## config.mk

```make
export PLATFORM = sky130hd
export DESIGN_NAME = pc_sequencer
export DESIGN_NICKNAME = d
export VERILOG_FILES = /design/src/rtl/pc_sequencer.sv
export SDC_FILE = /design/constraint.sdc
export NUM_CORES = 1
export LEC_CHECK = 0
export CAP_MARGIN = 20
export CORE_MARGIN = 2
export CORE_UTILIZATION = 40
export CTS_BUF_LIST = sky130_fd_sc_hd__clkbuf_2 sky130_fd_sc_hd__clkbuf_4 sky130_fd_sc_hd__clkbuf_8
export DETAILED_ROUTE_END_ITERATION = 12
export PLACE_DENSITY_LB_ADDON = 0.25
export SLEW_MARGIN = 20
export SYNTH_ARGS = -nofsm -noshare
export SYNTH_HDL_FRONTEND = slang
export SYNTH_SLANG_ARGS = --single-unit
export TNS_END_PERCENT = 20
```

## constraint.sdc

```tcl
create_clock -name clk -period 9 [get_ports clk]
set_input_delay 1.8 -clock clk [delete_from_list [all_inputs] [get_ports clk]]
set_output_delay 1.8 -clock clk [all_outputs]
set_load 0.005 [all_outputs]
```

## src/rtl/pc_sequencer.sv

```systemverilog
// pc_sequencer: owns the PC of the single-cycle MIPS datapath.
// It addresses the instruction memory, computes sequential and beq targets,
// and stops on the halt word (HALT) or on an unaligned or out-of-range PC (FAULT).
// fetch_valid gates every datapath commit.
//
//   state | meaning
//   ------+-------------------------------------------------------------
//   IDLE  | after reset; PC held until start
//   RUN   | one instruction per cycle; pause freezes PC
//   HALT  | halt word fetched; PC holds its address (absorbing)
//   FAULT | PC unaligned or past end of imem; PC holds it (absorbing)
module pc_sequencer #(
  parameter logic [31:0] RESET_PC   = 32'd0,
  parameter int unsigned IMEM_BYTES = 56
) (
  input  logic        clk,
  input  logic        reset,
  input  logic        start,
  input  logic        pause,
  input  logic [31:0] instruction,
  input  logic        branch_taken,
  output logic [31:0] pc,
  output logic        fetch_valid,
  output logic        halted,
  output logic        fault,
  output logic [1:0]  state,
  output logic [31:0] retired
);

  typedef enum logic [1:0] {
    ST_IDLE  = 2'b00,
    ST_RUN   = 2'b01,
    ST_HALT  = 2'b10,
    ST_FAULT = 2'b11
  } state_t;

  // Highest byte address at which a full word can still be fetched.
  localparam logic [31:0] PC_LAST   = 32'(IMEM_BYTES - 4);
  localparam logic [31:0] HALT_WORD = 32'hffff_ffff;
  localparam logic [5:0]  OP_BEQ    = 6'b000100;

  state_t      state_q;
  state_t      state_d;
  logic [31:0] pc_q;
  logic [31:0] retired_q;

  logic        is_halt;
  logic        is_beq;
  logic        pc_bad;
  logic [31:0] branch_off;
  logic [31:0] pc_seq;
  logic [31:0] pc_branch;
  logic [31:0] pc_next;
  logic        unused_instr_bits;

  // Instruction decode and next-PC arithmetic, all 32-bit modulo 2^32.
  // A wrapped target is not trapped here; it shows up as pc_bad next cycle.
  always_comb begin
    is_halt    = (instruction == HALT_WORD);
    is_beq     = (instruction[31:26] == OP_BEQ);
    pc_bad     = (pc_q[1:0] != 2'b00) || (pc_q > PC_LAST);
    branch_off = {{14{instruction[15]}}, instruction[15:0], 2'b00};
    pc_seq     = pc_q + 32'd4;
    pc_branch  = pc_seq + branch_off;
    pc_next    = (is_beq && branch_taken) ? pc_branch : pc_seq;
  end

  // Register fields of the instruction word play no part in sequencing.
  assign unused_instr_bits = ^instruction[25:16];

  // State register; reset dominates every other input.
  always_ff @(posedge clk) begin
    if (reset) begin
      state_q <= ST_IDLE;
    end else begin
      state_q <= state_d;
    end
  end

  // Next-state logic. While paused the halt and fault checks are suspended.
  // pc_bad is tested before is_halt so a bad PC never reports as a halt.
  always_comb begin
    state_d = state_q;
    unique case (state_q)
      ST_IDLE: begin
        if (start) state_d = ST_RUN;
      end
      ST_RUN: begin
        if (!pause) begin
          if (pc_bad)       state_d = ST_FAULT;
          else if (is_halt) state_d = ST_HALT;
        end
      end
      ST_HALT:  state_d = ST_HALT;
      ST_FAULT: state_d = ST_FAULT;
      default:  state_d = ST_IDLE;
    endcase
  end

  // Output decode: commit strobe and status flags.
  always_comb begin
    fetch_valid = (state_q == ST_RUN) && !pause && !pc_bad && !is_halt;
    halted      = (state_q == ST_HALT);
    fault       = (state_q == ST_FAULT);
  end

  // PC and retired counter advance only on a committing cycle; retired saturates.
  always_ff @(posedge clk) begin
    if (reset) begin
      pc_q      <= RESET_PC;
      retired_q <= 32'd0;
    end else if (fetch_valid) begin
      pc_q <= pc_next;
      if (retired_q != 32'hffff_ffff) begin
        retired_q <= retired_q + 32'd1;
      end
    end
  end

  assign pc      = pc_q;
  assign state   = state_q;
  assign retired = retired_q;

endmodule

```

### After elaboration in Yosys (flattened, before gate mapping)

Index checks and enable logic that the tools add are counted.

* register bits: 66

* equality and inequality tests: 9
* muxes and demuxes: 6
* add/subtract/negate cells: 3
* $lt $le $gt $ge: 1
* reductions and logical operators: 12

Operators with widths (number)
* adder 32 x 1 -> 32 bit (second input constant): 1
* adder 32 x 3 -> 32 bit (second input constant): 1
* adder 32 bit: 1
* equality test 32 bit (second input constant): 1
* > comparator 32 x 6 -> 1 bit (second input constant): 1
* two-way mux 32 bit: 1
* inequality test 32 bit (second input constant): 1
* two-way mux 2 bit: 4
* case mux 2 bit (4 select lines): 1
* equality test 6 x 3 -> 1 bit (second input constant): 1
* equality test 2 bit (second input constant): 2
* logical AND 1 bit: 4
* inequality test 2 bit (second input constant): 2
* logical NOT 1 bit: 3
* inequality test 3 bit (second input constant): 1
* AND reduction 3 bit: 1
* equality test 2 x 1 -> 1 bit (second input constant): 1
* logical NOT 2 bit: 1
* AND reduction 2 bit: 1
* nonzero test 2 bit: 1
* logical OR 1 bit: 1

### Logic depth before layout (Yosys ltp)

Gate-level depths: netlist of the first run.

* depth after elaboration: 6
* gate-level depth with buffers: 17
* mapped depth without buffers: 16

### Worst setup path before layout of the first run

No wires, ideal clock.

* path kind: input port to output port
* start point: in instruction[9]
* end point: out fetch_valid
* data arrival time: 2594 ps
* stages: 6
* path slack: 4606 ps
* cell sequence: nand4_1 nor4_1 nand2_1 nand3_2 inv_2 clkbuf_1

* cells in the longest elaborated chain, start to end: 3

Ends and longest elaborated chain
* start, declared: RTL line 20 `input logic [31:0] instruction,`
* equality test 32 bit: RTL line 59 `is_halt = (instruction == HALT_WORD);`
* logical NOT 1 bit: RTL line 102 `fetch_valid = (state_q == ST_RUN) && !pause && !pc_bad && !is_halt;`
* logical AND 1 bit: RTL line 102
* end, declared: RTL line 23 `output logic fetch_valid,`

No other way between the ends.

### Worst setup path in the final report of the first run

* start point: in instruction[15]
* end point: out fetch_valid

The elaborated chain is that of the path after synthesis.

==> metrics, run 1 <==
outcome complete, no violations; # diodes 0; worst path cell trace clkdlybuf4s50_1 -> nand4_1 -> nor4_1 -> nand2_1 -> nand3_2 -> inv_2 -> clkdlybuf4s50_1; Final Instance Count excl. Fillers 911; Worst Max-Slew Pin Slew roughly 0.94 ns; CTS tree yes; WL final 14.9 mm; CTS root buf clkbuf_8; Placed Instances 895; Worst Path Class, Setup input port to primary output; number of enable flip-flop cells after synthesis 0; Hold WS 0.508 ns; initial antenna violation count 0; share of layout cells above drive strength 1 4.04%; fmax 158 MHz; cts bufs inserted 9; I/O pin cnt 106; total number of vias 5,123; maximum level of the CTS H-tree 3; sequential area share after synthesis 25.9%; # DRC 0; Critical Path Start Type input port; Die Footprint 13,300 µm²; hold violation total from the final report 0; Cell variety after synth 66; DIE HEIGHT 115 µm; row count 40; vias in the first global route 4,998; Pins Over Slew Limit 0; Clk Latency, worst-skew pair about 0.36 ns; Yosys reg bits 64; critical path's slowest cell clkdlybuf4s50_1; Core ar. 12,100 µm²; clock-pin slew on the worst setup and hold paths 0.07 ns; Routed Antenna Nets 0; busiest grt layer met2; Final HPWL DP around 12 mm; Post-synth ARST share 0%; slowest cell delay on critical path 1.09 ns; met2 Use GR 37.0%; Overall Power 0.616 mW; Final Setup Violations 0; fillers 1,155; DR WL/cell approximately 16 µm; GRT Residual Overflow 0; min Tclk post-route ~6.3 ns; Rel. slew slack 37.0%; Worst Path Buf+Inv 3; Pwr Density 97.8 nW/µm²; postcts setup bufs 0; Synth-to-Final Area Change 27.4%; Final Skew between 0.01 and 0.015 ns; TNS Setup 0 ns; TritonRoute pass-1 iters 4; iteration-0 DRC count of the detailed router around 320; nets@finish roughly 820; RSZ-0062 raised after global routing false; die width 115 µm; Leakage 2.35 nW; Arr. time, crit path ~4.5 ns; Initial Util 41.0%; Total GRT Usage 23.1%; Final Wtd Congestion 0.938; Syn. warnings 0; max-cap violations 0; worst path required time 7.20 ns; IO Port Bufs 103; CP endpoint kind primary output; synthesized instance count around 640; grt met1 use 30.8%; Top cell by count, worst path clkdlybuf4s50_1; fin crit share 70.3%; CP delay by family, top buffers and inverters; GR Util met3 4.11%; post-layout util 52.2%; CTS Hold Bufs 0; clk sinks 64; # resized after CTS 0; pin count of the biggest net entering global routing 73; Max FO, Critical Path 21; global-route wire length before repair 24.5 mm; mapped cell area a little under 5000 µm²; vias per inst 5.62; Hold Path Class flop to flop; VDD IR max 0.113 mV; maximum clock path buffer count 2; Mean Syn Cell Area 7.70 µm²; Top FF cell, synth dfxtp_1
registers in the layout, summed over array words and instances, names as in the netlist:
register	flops
retired	32
state	2
pc	30
synthesized netlist by cell type (3+ instances only):
| cell | number | area (µm²) |
|---|---|---|
| a211oi_1 | 9 | 67.6 |
| a21o_1 | 11 | 82.6 |
| a21oi_1 | 48 | 240 |
| a31oi_1 | 9 | 56.3 |
| and2_1 | 7 | 43.8 |
| and3_1 | 11 | 68.8 |
| and4_1 | 6 | 52.6 |
| clkbuf_1 | 17 | 63.8 |
| dfxtp_1 | 64 | 1280 |
| ha_1 | 40 | 500 |
| inv_1 | 25 | 93.8 |
| nand2_1 | 41 | 154 |
| nand2b_1 | 6 | 37.5 |
| nand3_1 | 33 | 165 |
| nand4_1 | 27 | 169 |
| nand4b_1 | 3 | 26.3 |
| nor2_1 | 74 | 278 |
| nor2b_1 | 3 | 18.8 |
| nor3_1 | 14 | 70.1 |
| nor4_1 | 10 | 62.6 |
| o211ai_1 | 5 | 37.5 |
| o21a_1 | 4 | 30.0 |
| o21ai_0 | 36 | 180 |
| or3_1 | 15 | 93.8 |
| xnor2_1 | 41 | 359 |
| xor2_1 | 31 | 272 |
power by group:
group	total, mW	switching (mW)	internal (mW)
logic	0.0903	0.0469	0.0433
clock network	0.235	0.117	0.118
registers	0.291	0.00485	0.286
total	0.616	0.169	0.447
per-layer routing:
layer / vias up / wire length (µm)
li1: 2527 / -
met4: 0 / 414
met2: 155 / 6840
met5: - / 0
met3: 29 / 750
met1: 2412 / 6920
logic make-up after synthesis:
logic type               count (synthesis)  synth area share [%]
flip-flops                              64                  25.9
adder cells (fa/ha/maj)                 41                  10.5
AND/OR/NAND/NOR                        267                  28.1
other                                    1                0.0758
XOR/XNOR                                72                  12.8
multiplexers                             2                 0.405
buffers and inverters                   47                  3.77
AO/OA/AOI/OAI                          148                  18.4
worst reg2reg max path: stages, from the launching register on:
cell and delay [ns]:
dfxtp_1 0.45, and2_0 0.41, nand4_1 0.28, nor2_1 0.42
xnor2_1 0.22, ha_1 0.29, a21oi_1 0.25, o21ai_0 0.17
or3_1 0.36, o22a_1 0.28, a31oi_1 0.32, a211oi_1 0.17
or3_1 0.37, o211ai_1 0.08
final timing paths:
path                           startpoint                 endpoint  slack, ns  depth (start not counted)
setup / recovery          instruction[15]              fetch_valid       2.67                          7
hold / removal    retired[6]$_SDFFE_PP0P_  retired[6]$_SDFFE_PP0P_       0.51                          2
setup reg to reg       pc[2]$_SDFFE_PP0P_      pc[28]$_SDFFE_PP0P_       4.86                         13
hold reg to reg   retired[6]$_SDFFE_PP0P_  retired[6]$_SDFFE_PP0P_       0.51                          2
cells in the final DEF, fill, tap and decap left out, types with 3 or more instances in the layout:
| cell | n |
|---|---|
| a211oi_1 | 9 |
| a21o_1 | 11 |
| a21oi_1 | 48 |
| a31oi_1 | 9 |
| and2_1 | 7 |
| and3_1 | 11 |
| and4_1 | 6 |
| clkbuf_8 | 11 |
| clkdlybuf4s50_1 | 102 |
| dfxtp_1 | 64 |
| ha_1 | 40 |
| inv_1 | 25 |
| nand2_1 | 41 |
| nand2b_1 | 6 |
| nand3_1 | 33 |
| nand4_1 | 27 |
| nand4b_1 | 3 |
| nor2_1 | 74 |
| nor2b_1 | 3 |
| nor3_1 | 14 |
| nor4_1 | 10 |
| o211ai_1 | 5 |
| o21a_1 | 4 |
| o21ai_0 | 36 |
| or3_1 | 15 |
| xnor2_1 | 41 |
| xor2_1 | 31 |
per-stage QoR:
step | setup WS, ns | instance area, µm²
3_5_place_dp | 2.72 | 6110
4_1_cts | 2.71 | 6300
3_3_place_gp | 2.79 | 6110
2_1_floorplan | 4.61 | 4950
5_1_grt | 2.49 | 6300
6_report | 2.67 | 6300
final cells by class:
class | count | area, µm² | share of cell area (%)
Clock buffer | 12 | 159 | 2.52
Inverter | 26 | 97.6 | 1.55
Timing Repair Buffer | 105 | 1040 | 16.5
Sequential cell | 64 | 1280 | 20.3
Tap cell | 168 | 210 | 3.34
Multi-Input combinational cell | 532 | 3480 | 55.3
Clock inverter | 4 | 28.8 | 0.457
(Power assumes the default switching activity.)
==> run 2, diff against run 1 <==
==> constraint.sdc (replaced) <==
create_clock -name clk -period 5.5 [get_ports clk]
set_input_delay 1.1 -clock clk [delete_from_list [all_inputs] [get_ports clk]]
set_output_delay 1.1 -clock clk [all_outputs]
set_load 0.005 [all_outputs]
==> run 2 against run 1 <==
Global-route usage rose by 0.49 points. Utilization rose by 0.38 points. Sequential power rose by 63%. Die area did not move. Total power rose by 79%. Non-clock buffer count rose by 1. Routed wire length rose by 4.4%. Highest routed layer unchanged.
==> metrics, run 2 (synthesis gave the netlist of run 1 again) <==
TNS Setup 0 ns (unchanged); hold path start retired[31]$_SDFFE_PP0P_; Critical Path Start Type input port; TritonRoute pass-1 iters 5 (+1); postcts setup bufs 0 (unchanged); Final Wtd Congestion 0.939 (about the same); VDD IR max 0.125 mV (+11%); Worst Path Buf+Inv 3 (unchanged); Worst Reg-to-Reg Cells 15 (+2); vias in the first global route 5,100 (+2.0%); row count 40 (unchanged); # DRC 0 (unchanged); Initial Util 41.0% (unchanged); worst path required time 4.40 ns (-2.80 ns); Crit Reg-Reg Startpoint pc[2]$_SDFFE_PP0P_; total number of vias 5,281 (+3.1%); IO Port Bufs 103 (unchanged); Max FO, Critical Path 13 (-38%); share of layout cells above drive strength 1 4.17% (+0.13 points); Synth-to-Final Area Change 28.3%; Die Footprint 13,300 µm² (unchanged); global-route wire length before repair 25.3 mm (+3.3%); slowest cell delay on critical path 0.54 ns (-0.55 ns); outcome complete, no violations; FF-to-FF setup slack 1.26 ns (-3.60 ns); WL final 15.6 mm (+4.4%); number of flip-flops in the largest register 32 (unchanged); Finished Cell Area 6340 µm² (+0.74%); CTS Hold Bufs 0 (unchanged); min Tclk post-route 4.33 ns; fin crit share 78.7%; Core ar. 12,100 µm² (unchanged); worst path cell trace clkdlybuf4s50_1 -> nand4_1 -> nor4_1 -> nand2_1 -> nand3_2 -> inv_2 -> clkdlybuf4s50_1; max-cap violations 0 (unchanged); fmax 231 MHz; Min-Delay Path Depth 2 (unchanged); clock-pin slew on the worst setup and hold paths 0.08 ns (about the same); I/O pin cnt 106 (unchanged); worst r2r dst pc[29]$_SDFFE_PP0P_; Pwr Density 174 nW/µm² (+78%); Pins Over Slew Limit 0 (unchanged); # resized after CTS 0 (unchanged); cts bufs inserted 9 (unchanged); maximum level of the CTS H-tree 3 (unchanged); CP delay by family, top buffers and inverters; Final Skew 0.00928 ns (-0.00173 ns); Final HPWL DP 11.7 mm (+2.0%); hold violation total from the final report 0 (unchanged); # diodes 0 (unchanged); pin count of the biggest net entering global routing 46 (-37%); Routed Antenna Nets 0 (unchanged); Rel. slew slack 42.9% (+5.9 points); critical path depth 7 (unchanged); initial antenna violation count 0 (unchanged); fillers 1,167 (+1.0%); CTS tree yes; met3 WL 1.02 mm (+35%); vias per inst 5.79 (+3.0%); Leakage 2.38 nW (+0.99%); maximum clock path buffer count 2 (unchanged); Arr. time, crit path 3.23 ns (-1.30 ns); Hold Path Class flop to flop; DR WL/cell 17.1 µm (+4.2%); iteration-0 DRC count of the detailed router 372 (+16%); Metal-1 WL 7.15 mm (+3.3%); CTS root buf clkbuf_8; RSZ-0062 raised after global routing false; commonest non-fill, non-tap cell in the layout clkdlybuf4s50_1; worst-case hold path end point retired[31]$_SDFFE_PP0P_; Final Setup Violations 0 (unchanged); Worst Path Class, Setup input port to primary output; GRT Residual Overflow 0 (unchanged); CP endpoint kind primary output; Total GRT Usage 23.6% (+0.49 points); Clk Latency, worst-skew pair 0.35 ns (about the same); Top cell by count, worst path clkdlybuf4s50_1; critical path's slowest cell clkdlybuf4s50_1; most frequent cells in the layout clkdlybuf4s50_1 (102), nor2_1 (74), dfxtp_1 (64), a21oi_1 (48); placed cell areas 6120 µm² (+0.12%); clk sinks 64 (unchanged); DIE HEIGHT 115 µm (unchanged); met2 wire length 7.06 mm (+3.2%); Worst Max-Slew Pin Slew 0.856 ns (-0.0862 ns); die width 115 µm (unchanged); nets@finish 817 (+0.12%); top layer in use met4
==> run 2: worst max path at each step <==
stage | from | to | slack, ns
6_report | instruction[15] | fetch_valid | 1.17
5_1_grt | pc[2]$_SDFFE_PP0P_ | pc[29]$_SDFFE_PP0P_ | 0.83
4_1_cts | instruction[15] | fetch_valid | 1.22
3_5_place_dp | instruction[15] | fetch_valid | 1.23
3_3_place_gp | instruction[15] | fetch_valid | 1.25
2_1_floorplan | instruction[0] | pc[30]$_SDFFE_PP0P_ | 2.18
==> run 2: metal layers <==
metal  vias to the layer above  GRT usage [%]
met4                         0           8.03
li1                       2531              -
met3                        34           4.38
met1                      2506           31.6
met5                         -              0
met2                       210           38.3
==> run 2: report_power, final <==
group / internal, mW / switching [mW] / total (mW)
clock network: 0.260 / 0.216 / 0.476
registers: 0.467 / 0.00769 / 0.475
logic: 0.0718 / 0.0789 / 0.151
total: 0.799 / 0.303 / 1.10
==> run 2: metrics by stage <==
step	power, mW	std cells	setup slack [ns]	hold slack [ns]	util, %
2_1_floorplan	0.567	643	2.18	0.485	-
3_3_place_gp	0.631	896	1.25	0.487	50.7
3_5_place_dp	0.632	896	1.23	0.499	50.7
4_1_cts	1.11	912	1.22	0.517	52.6
5_1_grt	1.14	912	0.826	0.542	52.6
6_report	1.10	912	1.17	0.521	52.6
==> run 2: worst reg2reg max path, cell delays in order (launching register included) <==
cell       delay, ns
dfxtp_1         0.46
and2_0          0.44
nand4_1         0.31
nor2_1          0.51
nand3_1         0.19
xnor2_1         0.18
ha_1            0.34
nand2_1         0.08
nor3_1          0.17
inv_1           0.09
a2111oi_0       0.53
o211ai_1        0.19
a21oi_1         0.19
xor2_1          0.17
o21ai_0         0.10
a21oi_1         0.19
==> run 2: area by class of cell <==
type	instances	area [µm²]	share of cell area (%)
sequential	64	1280	20.2
clock buffer	9	124	1.95
tap	168	210	3.31
multi-input combinational	532	3480	54.9
inverter	26	97.6	1.54
timing repair buffer	106	1050	16.5
clock inverter	7	103	1.62
==> run 3, diff against run 2 <==
==> constraint.sdc (replaced) <==
create_clock -name clk -period 4.5 [get_ports clk]
set_input_delay 0.9 -clock clk [delete_from_list [all_inputs] [get_ports clk]]
set_output_delay 0.9 -clock clk [all_outputs]
set_load 0.005 [all_outputs]
==> run 3 against run 2 <==
Routed wire length fell by 1.4%. Clock power rose by 21%. Setup slack got worse by 0.65 ns. Cell count rose by 0.44%. Critical path type is now flop to flop. Critical endpoint is now pc[28]$_SDFFE_PP0P_.
==> metrics, run 3 (synthesis gave the netlist of run 1 again) <==
DIE HEIGHT 115 µm (unchanged); CTS root buf clkbuf_8; Top cell by count, worst path or3_1; Critical Path Start Type flop; worst path required time 4.77 ns (+0.37 ns); post-layout util 52.9% (+0.25 points); clock share of power 43.1% (about the same); vias per inst 5.62 (-2.9%); GRT Residual Overflow 0 (unchanged); commonest non-fill, non-tap cell in the layout clkdlybuf4s50_1; sequential share of power 43.3% (+0.2 points); Worst Setup EP pc[28]$_SDFFE_PP0P_; TNS Setup 0 ns (unchanged); CTS Hold Bufs 0 (unchanged); hold path start retired[6]$_SDFFE_PP0P_; Final Setup Violations 0 (unchanged); top layer in use met4; total number of vias 5,150 (-2.5%); min Tclk post-route 3.98 ns; hold violation total from the final report 0 (unchanged); Max FO, Critical Path 5 (-8); vias in the first global route 5,084 (-0.31%); Initial Util 41.0% (unchanged); # resized after CTS 0 (unchanged); critical path depth 13 (+6); Cell Int Power 0.978 mW (+22%); I/O pin cnt 106 (unchanged); # DRC 0 (unchanged); Routed Antenna Nets 0 (unchanged); global-route wire length before repair 25.2 mm (-0.38%); row count 40 (unchanged); Final Skew 0.00762 ns (-0.00167 ns); critical path's slowest cell dfxtp_1; Synth-to-Final Area Change 28.9%; Leakage 2.40 nW (+0.80%); share of layout cells above drive strength 1 4.68% (+0.51 points); # diodes 0 (unchanged); DR WL/cell 16.8 µm (-1.8%); CP delay by family, top simple AND/OR/NAND/NOR gates; switch share 27.0% (-0.44 points); Worst Path Buf+Inv 0 (-3); number of flip-flops in the largest register 32 (unchanged); VDD IR max 0.172 mV (+38%); IO Port Bufs 103 (unchanged); Worst Path Class, Setup flop to flop; RSZ-0062 raised after global routing false; postcts setup bufs 0 (unchanged); CTS tree yes; maximum clock path buffer count 2 (unchanged); Rel. slew slack 35.1% (-7.8 points); Crit Reg-Reg Startpoint pc[15]$_SDFFE_PP0P_; Clk Latency, worst-skew pair 0.36 ns (about the same); WL final 15.4 mm (-1.4%); worst r2r dst pc[28]$_SDFFE_PP0P_; Pins Over Slew Limit 0 (unchanged); Final HPWL DP 11.9 mm (+0.94%); iteration-0 DRC count of the detailed router 264 (-29%); Worst Reg-to-Reg Cells 13 (-2); pin count of the biggest net entering global routing 53 (+15%); Psw 0.362 mW (+20%); Final Wtd Congestion 0.916 (-2.5%); Core ar. 12,100 µm² (unchanged); Gate power share 13.6% (about the same); die width 115 µm (unchanged); CP endpoint kind flop; most frequent cells in the layout clkdlybuf4s50_1 (102), nor2_1 (74), dfxtp_1 (64), a21oi_1 (48); Worst Setup SP pc[15]$_SDFFE_PP0P_; TritonRoute pass-1 iters 5 (unchanged); met3 WL 953 µm (-6.1%); met2 wire length 7.33 mm (+3.8%); clock-pin slew on the worst setup and hold paths 0.08 ns (about the same); cts bufs inserted 9 (unchanged); clk sinks 64 (unchanged); initial antenna violation count 0 (unchanged); nets@finish 821 (+0.49%); FF-to-FF setup slack 0.52 ns (-0.74 ns); worst path cell trace and4_1 -> nand4_1 -> nor2_1 -> xnor2_1 -> ha_1 -> a21oi_1 -> o21ai_0 -> or3_1 -> o22a_1 -> a31oi_1 -> a211oi_1 -> or3_1 -> o211ai_1; fmax 251 MHz; outcome complete, no violations; Worst Max-Slew Pin Slew 0.973 ns (+0.117 ns); maximum level of the CTS H-tree 3 (unchanged); Die Footprint 13,300 µm² (unchanged); Hold Path Class flop to flop; Arr. time, crit path 4.25 ns (+1.02 ns); Pwr Density 210 nW/µm² (+21%); Total GRT Usage 23.8% (+0.20 points); Metal-1 WL 6.84 mm (-4.3%); max-cap violations 0 (unchanged); slowest cell delay on critical path 0.49 ns (-0.05 ns); fin crit share slightly below 90%
run 3: metrics by stage:
stage | hold WS [ns] | std cells | instance area [µm²] | power, mW | worst slack [ns]
global route | 0.551 | 916 | 6370 | 1.40 | 0.148
CTS | 0.518 | 916 | 6370 | 1.35 | 0.585
floorplan | 0.485 | 643 | 4950 | 0.693 | 1.18
finish | 0.518 | 916 | 6370 | 1.34 | 0.522
detailed placement | 0.504 | 900 | 6150 | 0.773 | 0.388
global placement | 0.483 | 900 | 6150 | 0.774 | 0.434
run 3: layout make-up:
class | count | area [µm²]
inverters | 26 | 97.6
fillers | 1153 | 5690
multi-input cells | 532 | 3480
well taps | 168 | 210
clock inverters | 7 | 103
repair buffers | 110 | 1080
flip-flops and latches | 64 | 1280
clock buffers | 9 | 124
run 3: metal layers:
layer | global-route usage [%] | up-vias
met2 | 39.7 | 170
met3 | 4.48 | 21
met4 | 7.71 | 0
li1 | - | 2527
met1 | 31.1 | 2432
met5 | 0 | -
run 3: power by group through the flow:
stage / sequential, mW / clock (mW) / combinational [mW]
finish: 0.580 / 0.578 / 0.182
global route: 0.582 / 0.615 / 0.203
CTS: 0.580 / 0.587 / 0.182
detailed placement: 0.594 / 0 / 0.180
global placement: 0.593 / 0 / 0.181
floorplan: 0.591 / 0 / 0.102
run 3: worst register-to-register path, cell delays in order, from the launching register on:
cell	delay [ns]
dfxtp_1	0.49
and4_1	0.30
nand4_1	0.18
nor2_1	0.43
xnor2_1	0.23
ha_1	0.30
a21oi_1	0.23
o21ai_0	0.17
or3_1	0.37
o22a_1	0.27
a31oi_1	0.32
a211oi_1	0.16
or3_1	0.36
o211ai_1	0.09
run 3: worst min-delay path by stage:
stage | to | slack, ns | cells past startpoint
6_report | retired[6]$_SDFFE_PP0P_ | 0.52 | 2
3_3_place_gp | retired[6]$_SDFFE_PP0P_ | 0.48 | 2
3_5_place_dp | retired[6]$_SDFFE_PP0P_ | 0.50 | 2
2_1_floorplan | pc[11]$_SDFFE_PP0P_ | 0.49 | 2
5_1_grt | retired[6]$_SDFFE_PP0P_ | 0.55 | 2
4_1_cts | retired[6]$_SDFFE_PP0P_ | 0.52 | 2
